[src/rtl/cache_mem_arbiter_if.sv]
// ============================================================================
//  Module   : cache_mem_arbiter_if
//  Purpose  : I-cache / D-cache / physical-memory bundle for cache_mem_arbiter.
//  Revision : 1.0  initial release
// ============================================================================
`default_nettype none

interface cache_mem_arbiter_if #(
    parameter int ADDR_W = 32,
    parameter int LINE_W = 256
);
    logic              i_pmem_read;
    logic [ADDR_W-1:0] i_pmem_address;
    logic [LINE_W-1:0] i_pmem_rdata;
    logic              i_pmem_resp;

    logic              d_pmem_read;
    logic              d_pmem_write;
    logic [ADDR_W-1:0] d_pmem_address;
    logic [LINE_W-1:0] d_pmem_wdata;
    logic [LINE_W-1:0] d_pmem_rdata;
    logic              d_pmem_resp;

    logic              mem_read;
    logic              mem_write;
    logic [ADDR_W-1:0] mem_address;
    logic [LINE_W-1:0] mem_wdata;
    logic [LINE_W-1:0] mem_rdata;
    logic              mem_resp;

    // Arbiter view
    modport slave (
        input  i_pmem_read, i_pmem_address,
        output i_pmem_rdata, i_pmem_resp,
        input  d_pmem_read, d_pmem_write, d_pmem_address, d_pmem_wdata,
        output d_pmem_rdata, d_pmem_resp,
        output mem_read, mem_write, mem_address, mem_wdata,
        input  mem_rdata, mem_resp
    );

    // Caches plus memory view
    modport master (
        output i_pmem_read, i_pmem_address,
        input  i_pmem_rdata, i_pmem_resp,
        output d_pmem_read, d_pmem_write, d_pmem_address, d_pmem_wdata,
        input  d_pmem_rdata, d_pmem_resp,
        input  mem_read, mem_write, mem_address, mem_wdata,
        output mem_rdata, mem_resp
    );
endinterface

`default_nettype wire

[src/rtl/cache_mem_arbiter.sv]
// ============================================================================
//  Module   : cache_mem_arbiter
//  Purpose  : Shares one line-wide pmem port between I-cache and D-cache.
//             Define ARB_RR_EN for round-robin tie-break (default: D wins).
//  Revision : 1.0  initial release
// ============================================================================
`default_nettype none

module cache_mem_arbiter #(
    parameter int ADDR_W = 32,
    parameter int LINE_W = 256
) (
    input  wire logic               clk,
    input  wire logic               rst,
    cache_mem_arbiter_if.slave      bus
);

    typedef enum logic [1:0] {
        ST_IDLE    = 2'd0,
        ST_SERVE_I = 2'd1,
        ST_SERVE_D = 2'd2
    } state_t;

    state_t            state_q;
    logic              last_served_d_q;   // 0 = I-cache, 1 = D-cache
    logic              mem_read_q;
    logic              mem_write_q;
    logic [ADDR_W-1:0] mem_address_q;
    logic [LINE_W-1:0] mem_wdata_q;

    logic w_i_req;
    logic w_d_req;
    logic w_grant_d;
    logic w_grant_i;

    assign w_i_req = bus.i_pmem_read;
    assign w_d_req = bus.d_pmem_read | bus.d_pmem_write;

`ifdef ARB_RR_EN
    // On a tie, hand the port to whichever side was not served last.
    assign w_grant_d = w_d_req & (~w_i_req | ~last_served_d_q);
`else
    assign w_grant_d = w_d_req;
    logic w_unused_last_served;
    assign w_unused_last_served = last_served_d_q;
`endif
    assign w_grant_i = w_i_req & ~w_grant_d;

    always_ff @(posedge clk) begin
        if (rst) begin
            state_q         <= ST_IDLE;
            last_served_d_q <= 1'b0;
            mem_read_q      <= 1'b0;
            mem_write_q     <= 1'b0;
            mem_address_q   <= '0;
            mem_wdata_q     <= '0;
        end else begin
            case (state_q)
                ST_IDLE: begin
                    if (w_grant_d) begin
                        // A simultaneous read+write is treated as a writeback.
                        mem_address_q <= bus.d_pmem_address;
                        mem_wdata_q   <= bus.d_pmem_wdata;
                        mem_write_q   <= bus.d_pmem_write;
                        mem_read_q    <= ~bus.d_pmem_write;
                        state_q       <= ST_SERVE_D;
                    end else if (w_grant_i) begin
                        mem_address_q <= bus.i_pmem_address;
                        mem_write_q   <= 1'b0;
                        mem_read_q    <= 1'b1;
                        state_q       <= ST_SERVE_I;
                    end
                end
                ST_SERVE_I: begin
                    if (bus.mem_resp) begin
                        mem_read_q      <= 1'b0;
                        mem_write_q     <= 1'b0;
                        last_served_d_q <= 1'b0;
                        state_q         <= ST_IDLE;
                    end
                end
                ST_SERVE_D: begin
                    if (bus.mem_resp) begin
                        mem_read_q      <= 1'b0;
                        mem_write_q     <= 1'b0;
                        last_served_d_q <= 1'b1;
                        state_q         <= ST_IDLE;
                    end
                end
                default: begin
                    mem_read_q  <= 1'b0;
                    mem_write_q <= 1'b0;
                    state_q     <= ST_IDLE;
                end
            endcase
        end
    end

    assign bus.mem_read     = mem_read_q;
    assign bus.mem_write    = mem_write_q;
    assign bus.mem_address  = mem_address_q;
    assign bus.mem_wdata    = mem_wdata_q;

    // Read data is a plain fan-out; only the response strobe is steered.
    assign bus.i_pmem_rdata = bus.mem_rdata;
    assign bus.d_pmem_rdata = bus.mem_rdata;
    assign bus.i_pmem_resp  = (state_q == ST_SERVE_I) & bus.mem_resp;
    assign bus.d_pmem_resp  = (state_q == ST_SERVE_D) & bus.mem_resp;

endmodule

`default_nettype wire

[src/flat_wrapper.sv]
// flat-port wrapper written by rule: the top's interface ports become plain ports
module cache_mem_arbiter_flat 
#(
    parameter int ADDR_W = 32,
    parameter int LINE_W = 256
)
  (clk, rst, bus_i_pmem_read, bus_i_pmem_address, bus_i_pmem_rdata, bus_i_pmem_resp, bus_d_pmem_read, bus_d_pmem_write, bus_d_pmem_address, bus_d_pmem_wdata, bus_d_pmem_rdata, bus_d_pmem_resp, bus_mem_read, bus_mem_write, bus_mem_address, bus_mem_wdata, bus_mem_rdata, bus_mem_resp);
  cache_mem_arbiter_if #(.ADDR_W(ADDR_W), .LINE_W(LINE_W)) bus_i ();
  input  wire logic clk;
  input  wire logic rst;
  input wire logic [$bits(bus_i.i_pmem_read)-1:0] bus_i_pmem_read;
  input wire logic [$bits(bus_i.i_pmem_address)-1:0] bus_i_pmem_address;
  output wire logic [$bits(bus_i.i_pmem_rdata)-1:0] bus_i_pmem_rdata;
  output wire logic [$bits(bus_i.i_pmem_resp)-1:0] bus_i_pmem_resp;
  input wire logic [$bits(bus_i.d_pmem_read)-1:0] bus_d_pmem_read;
  input wire logic [$bits(bus_i.d_pmem_write)-1:0] bus_d_pmem_write;
  input wire logic [$bits(bus_i.d_pmem_address)-1:0] bus_d_pmem_address;
  input wire logic [$bits(bus_i.d_pmem_wdata)-1:0] bus_d_pmem_wdata;
  output wire logic [$bits(bus_i.d_pmem_rdata)-1:0] bus_d_pmem_rdata;
  output wire logic [$bits(bus_i.d_pmem_resp)-1:0] bus_d_pmem_resp;
  output wire logic [$bits(bus_i.mem_read)-1:0] bus_mem_read;
  output wire logic [$bits(bus_i.mem_write)-1:0] bus_mem_write;
  output wire logic [$bits(bus_i.mem_address)-1:0] bus_mem_address;
  output wire logic [$bits(bus_i.mem_wdata)-1:0] bus_mem_wdata;
  input wire logic [$bits(bus_i.mem_rdata)-1:0] bus_mem_rdata;
  input wire logic [$bits(bus_i.mem_resp)-1:0] bus_mem_resp;
  assign bus_i.i_pmem_read = bus_i_pmem_read;
  assign bus_i.i_pmem_address = bus_i_pmem_address;
  assign bus_i_pmem_rdata = bus_i.i_pmem_rdata;
  assign bus_i_pmem_resp = bus_i.i_pmem_resp;
  assign bus_i.d_pmem_read = bus_d_pmem_read;
  assign bus_i.d_pmem_write = bus_d_pmem_write;
  assign bus_i.d_pmem_address = bus_d_pmem_address;
  assign bus_i.d_pmem_wdata = bus_d_pmem_wdata;
  assign bus_d_pmem_rdata = bus_i.d_pmem_rdata;
  assign bus_d_pmem_resp = bus_i.d_pmem_resp;
  assign bus_mem_read = bus_i.mem_read;
  assign bus_mem_write = bus_i.mem_write;
  assign bus_mem_address = bus_i.mem_address;
  assign bus_mem_wdata = bus_i.mem_wdata;
  assign bus_i.mem_rdata = bus_mem_rdata;
  assign bus_i.mem_resp = bus_mem_resp;
  cache_mem_arbiter #(.ADDR_W(ADDR_W), .LINE_W(LINE_W)) u_core (.clk(clk), .rst(rst), .bus(bus_i));
endmodule
[config.mk]
export PLATFORM = sky130hd
export DESIGN_NAME = cache_mem_arbiter_flat
export DESIGN_NICKNAME = d
export VERILOG_FILES = /design/src/rtl/cache_mem_arbiter_if.sv /design/src/rtl/cache_mem_arbiter.sv /design/src/flat_wrapper.sv
export SDC_FILE = /design/constraint.sdc
export NUM_CORES = 1
export LEC_CHECK = 0
export CORE_AREA = 2 2 537 539
export CTS_BUF_LIST = sky130_fd_sc_hd__clkbuf_8
export DETAILED_ROUTE_END_ITERATION = 10
export DIE_AREA = 0 0 539 541
export GPL_TIMING_DRIVEN = 0
export PLACE_DENSITY = 0.3
export SLEW_MARGIN = 10
export SYNTH_ARGS = -nofsm -noshare
export SYNTH_HDL_FRONTEND = slang
export SYNTH_SLANG_ARGS = --single-unit
[constraint.sdc]
create_clock -name clk -period 1.5 [get_ports clk]
set_input_delay 0.15 -clock clk [delete_from_list [all_inputs] [get_ports clk]]
set_output_delay 0.15 -clock clk [all_outputs]
set_load 0.05 [all_outputs]
-- After elaboration in Yosys (flattened, before gate mapping)
Cells that the tools add are included.
- eq/ne operators: 4
- bitwise gates (word level): 6
- muxes and demuxes: 13
- reductions and logical operators: 6
- operator list (operator ; number):
    $mux 32 ; 2
    $mux 2 ; 3
    $reduce_and 2->1 ; 3
    $mux 1 ; 5
    $pmux 1 s2 ; 2
    $pmux 2 s2 ; 1
    $and 1x1->1 ; 3
    $ne 3x1->1 const B ; 1
    $eq 2x1->1 const B ; 1
    $eq 2x2->1 const B ; 1
    $logic_not 2->1 ; 1
    $ne 2x1->1 const B ; 1
    $not 1->1 ; 2
    $reduce_bool 2->1 ; 1
    $reduce_or 2->1 ; 1
    $or 1x1->1 ; 1
- output and inout bits: 804
- register bits after elaboration: 292
- logic and storage cells: 34
- input port bits: 582

-- Depth between registers and ports, before layout
- depth in word-level cells: 6
- mapped depth: 8
- gate-level depth less buffers: 5

-- Worst setup path before layout
No wires, ideal clock.
- path type: reg2reg
- from: register u_core.state_q[0]
- to: register u_core.mem_address_q[20] (netlist: u_core.bus.mem_address[20])
- arrival: 1.350 ns
- setup time: 0.088 ns
- path slack: 0.062 ns
- cell stages (with the launch flop): 8
- path buffers: 2
- cells stage by stage: dfxtp_1 > inv_1 > ha_1 > o31a_1 > buf_6 > buf_4 > nor2_1 > a311oi_2
- longest elaborated chain between the ends: 2
- RTL lines (item ; line ; RTL):
    start, declared ; cache_mem_arbiter.sv:24 ; state_t state_q;
    start signal, assigned ; cache_mem_arbiter.sv:51 ; state_q <= ST_IDLE;
    start signal, assigned ; cache_mem_arbiter.sv:66 ; state_q <= ST_SERVE_D;
    start signal, assigned ; cache_mem_arbiter.sv:71 ; state_q <= ST_SERVE_I;
    $logic_not 2->1 ; cache_mem_arbiter.sv:58 ; case (state_q)
    $reduce_and 2->1 (no line) ; -- ;
    end signal, assigned ; cache_mem_arbiter.sv:62 ; mem_address_q <= bus.d_pmem_address;
    end signal, assigned ; cache_mem_arbiter.sv:68 ; mem_address_q <= bus.i_pmem_address;
    end, declared ; cache_mem_arbiter.sv:28 ; logic [ADDR_W-1:0] mem_address_q;
No other way between the ends.
A chain may end at the register's enable or synchronous reset.

-- Worst setup path after layout
- from: register u_core.state_q[0]
- to: register u_core.mem_wdata_q[135] (netlist: u_core.bus.mem_wdata[135])
- longest elaborated chain between the ends: 2
- RTL lines (item ; line ; RTL):
    $logic_not 2->1 ; cache_mem_arbiter.sv:58 ;
    $reduce_and 2->1 (no line) ; -- ;
    end signal, assigned ; cache_mem_arbiter.sv:63 ; mem_wdata_q <= bus.d_pmem_wdata;
    end, declared ; cache_mem_arbiter.sv:29 ; logic [LINE_W-1:0] mem_wdata_q;
No other way between the ends.

==> flow_metrics.py <==
metrics = {
    "outcome": {
        "status": "finished with violations",
        "violations": "setup timing",
    },
    "setup_path": {
        "crit_path_end_kind": "register",
        "startpoint_type": "register",
        "crit_fanout": 10,
        "arrival_ns": 2.56,
        "worstPathRequired_ns": 2.16,
        "path_class": "reg2reg",
    },
    "pwr": {
        "power_density_nw_per_um2": 955,
        "power.static_leakage_uw": 0.0172,
        "p_comb_frac": 0.517,
        "internal_power_uw": 24000,
        "clock_power_share": 0.249,
        "p_sw_uw": 17500,
        "seqPwrFrac": 0.235,
        "peakVddDrop_mv": 0.706,
        "switching_share": 0.422,
        "power.total_uw": 41500,
    },
    "synthesis": {
        "synth-async-reset-ratio": 0,
        "syn_nets": 2419,
        "synth_cell_types": 24,
        "synth_edf_count": 0,
        "syn_area_per_cell_um2": 7.81,
        "yosysSeqAreaShare": 0.408,
        "synth_area_um2": 14300,
        "synthCells": 1834,
        "synth.area.top_cells": "dfxtp_1, buf_4, nand2_1",
        "synth_seq_cells": 292,
        "yosysWarnings": 0,
        "yosys.area.top_type_share": 0.408,
        "synth.largest_area_cell": "dfxtp_1",
        "synthFlopType": "dfxtp_1",
        "yosys-top-cells-count": "nand2_1, buf_4, dfxtp_1, a21oi_1, buf_2",
        "synth_most_common_cell": "nand2_1",
    },
    "layout": {
        "final_cells": 7389,
        "fin_util": 0.152,
        "fin_nets": 4120,
        "n_fill_cell": 32400,
        "drive_gt1_frac": 0.546,
        "syn2layout_area_growth_pct": 203,
    },
    "cts": {
        "clockRootBuffer": "clkbuf_8",
        "tritoncts": "done",
        "numCtsBuffers": 72,
        "clk_pin_slew_worst_paths_ns": 0.06,
        "worstSkewPairLatency_ns": 0.86,
        "cts_max_level": 3,
        "cts.sink_count": 292,
        "clockBufferDepth": 4,
    },
    "floorplan": {
        "start_util": 0.0500,
        "ioPinCount": 1386,
        "dieArea_um2": 292000,
        "die_w_um": 539,
        "core_um2": 286000,
        "rows": 197,
        "fp.dieH_um": 541,
    },
    "routing": {
        "drt.antenna.violating_nets": 0,
        "vias": 19300,
        "drcViolationCount": 0,
        "vias_per_cell": 2.61,
        "wl_per_cell_um": 22.1,
        "drt-initial-drc-count": 606,
        "firstDrtPassIters": 4,
        "wirelength_mm": 163,
    },
    "global_routing": {
        "busiest_layer": "met2",
        "grt_usage": 0.104,
        "met2_usage": 0.170,
        "grt-ovfl-total": 0,
        "grt_pass1_vias": 19200,
        "met1_usage": 0.118,
        "antenna_found_initial": 58,
        "gr-usage-met3": 0.0532,
        "grt_pass1_wl_mm": 198,
        "grt_max_degree": 12,
    },
    "placement": {
        "placed_cells_incl_taps": 6744,
        "dp_hpwl_mm": 139,
        "place_congestion": 0.905,
        "portBuffers": 1127,
    },
    "sta": {
        "tightestPinTransition_ns": 1.17,
        "hold_viol": 0,
        "max_slew_margin": 0.221,
        "clock_skew_ns": 0.0773,
        "clock.fmax_ghz": 0.526,
        "min_period_ns": 1.90,
        "drv_slew": 0,
        "period_share": 1.27,
        "setup_ws_ns": -0.400,
        "rsz0062_at_grt": "yes",
        "setup_viol": 363,
    },
    "run": {
        "maxCapViolCount": 0,
    },
    "hold_path": {
        "hp-class": "in2reg",
    },
}
==> power by group through the flow <==
stage          combinational, uW  sequential (uW)  clock, uW
6_report                   21400             9740      10300
3_3_place_gp               15100             9310          0
3_5_place_dp               15100             9330          0
4_1_cts                    17900             9360      11000
2_1_floorplan               5690            12000          0
5_1_grt                    22400             9820      11300
==> critical path, cell delays in order (launching register included) <==
cell and delay (ns):
dfxtp_4 0.37, inv_4 0.04, buf_6 0.11, ha_4 0.17, o21a_1 0.13, buf_12 0.16, buf_12 0.13, buf_16 0.15
buf_12 0.16, buf_4 0.14, nand2_4 0.10, a21oi_1 0.06
==> cells in the final DEF (no fill, tap or decap), types with 9 or more instances in the layout <==
| cell type | n |
|---|---|
| diode_2 | 31 |
| nand2_1 | 294 |
| buf_8 | 184 |
| clkbuf_1 | 34 |
| nor2_1 | 17 |
| a21oi_1 | 62 |
| nand2_8 | 11 |
| a21oi_2 | 198 |
| buf_4 | 620 |
| buf_6 | 38 |
| nand2_2 | 71 |
| o21ai_0 | 34 |
| buf_12 | 181 |
| clkbuf_8 | 86 |
| buf_16 | 15 |
| nor2_2 | 9 |
| dfxtp_4 | 115 |
| clkdlybuf4s50_1 | 833 |
| inv_1 | 16 |
| a311oi_2 | 19 |
| a311oi_1 | 13 |
| nand2_4 | 169 |
| dlygate4sd3_1 | 309 |
| dfxtp_2 | 177 |
| clkbuf_16 | 21 |
==> cells by family after synthesis <==
kind of cell | count (synthesis) | synth area share
AO/OA/AOI/OAI | 331 | 0.125
adder cells (fa/ha/maj) | 3 | 0.00262
buffers and inverters | 622 | 0.309
flip-flops | 292 | 0.408
AND/OR/NAND/NOR | 586 | 0.155
==> routing by layer <==
| layer | vias to the layer above | part of all wire | routed length, um |
|---|---|---|---|
| li1 | 8836 | - | - |
| met1 | 9110 | 0.38 | 61900 |
| met2 | 1144 | 0.47 | 76600 |
| met3 | 192 | 0.12 | 20300 |
| met4 | 40 | 0.025 | 4080 |
| met5 | - | 0.0025 | 416 |
==> flip-flops by register name, summed over array words and instances, names as in the netlist <==
name / count
u_core.bus.mem_address: 32
u_core.bus.mem_write: 1
u_core.bus.mem_wdata: 256
u_core.bus.mem_read: 1
u_core.state_q: 2
==> worst paths after layout <==
| path | startpoint | to | slack [ns] | depth (start not counted) |
|---|---|---|---|---|
| worst max-delay path | u_core.state_q[0] | u_core.bus.mem_wdata[135] | -0.40 | 11 |
| worst min-delay path | rst | u_core.bus.mem_wdata[233] | 0.08 | 2 |
| worst max register to register | u_core.state_q[0] | u_core.bus.mem_wdata[135] | -0.40 | 11 |
| worst min register to register | u_core.bus.mem_wdata[113] | u_core.bus.mem_wdata[113] | 0.47 | 2 |
==> area by class of cell <==
| class | count | area (um2) | area share |
|---|---|---|---|
| timing repair buffer | 1638 | 19100 | 0.440 |
| multi-input combinational | 920 | 6680 | 0.154 |
| sequential | 292 | 6500 | 0.150 |
| buffer | 608 | 4930 | 0.113 |
| tap | 3781 | 4730 | 0.109 |
| clock buffer | 86 | 1180 | 0.0272 |
| clock inverter | 30 | 220 | 0.00507 |
| antenna | 31 | 77.6 | 0.00179 |
| inverter | 3 | 16.3 | 0.000374 |
==> metrics by stage <==
step	worst slack [ns]	area, um2	hold slack, ns	TNS [ns]
final	-0.400	43400	0.0794	-83.22
after global routing	-0.465	43400	0.0434	-134.38
after global placement	-1.44	30300	0.444	-375.65
after detailed placement	-1.44	30400	0.448	-354.76
after CTS	-0.494	37600	0.00149	-192.16
after floorplan	0.0621	14300	0.286	0
==> repair_timing <==
| action | CTS | global route |
|---|---|---|
| hold buffers | 309 | 0 |
| pin swaps | 10 | 300 |
| setup endpoints to repair | 584 | 584 |
| setup buffers | 49 | 120 |
| resized for setup | 1614 | 2383 |
| hold endpoints to repair | 290 | 0 |
| gates cloned | 15 | 22 |
Note: power is estimated with default switching activity, not from simulation.
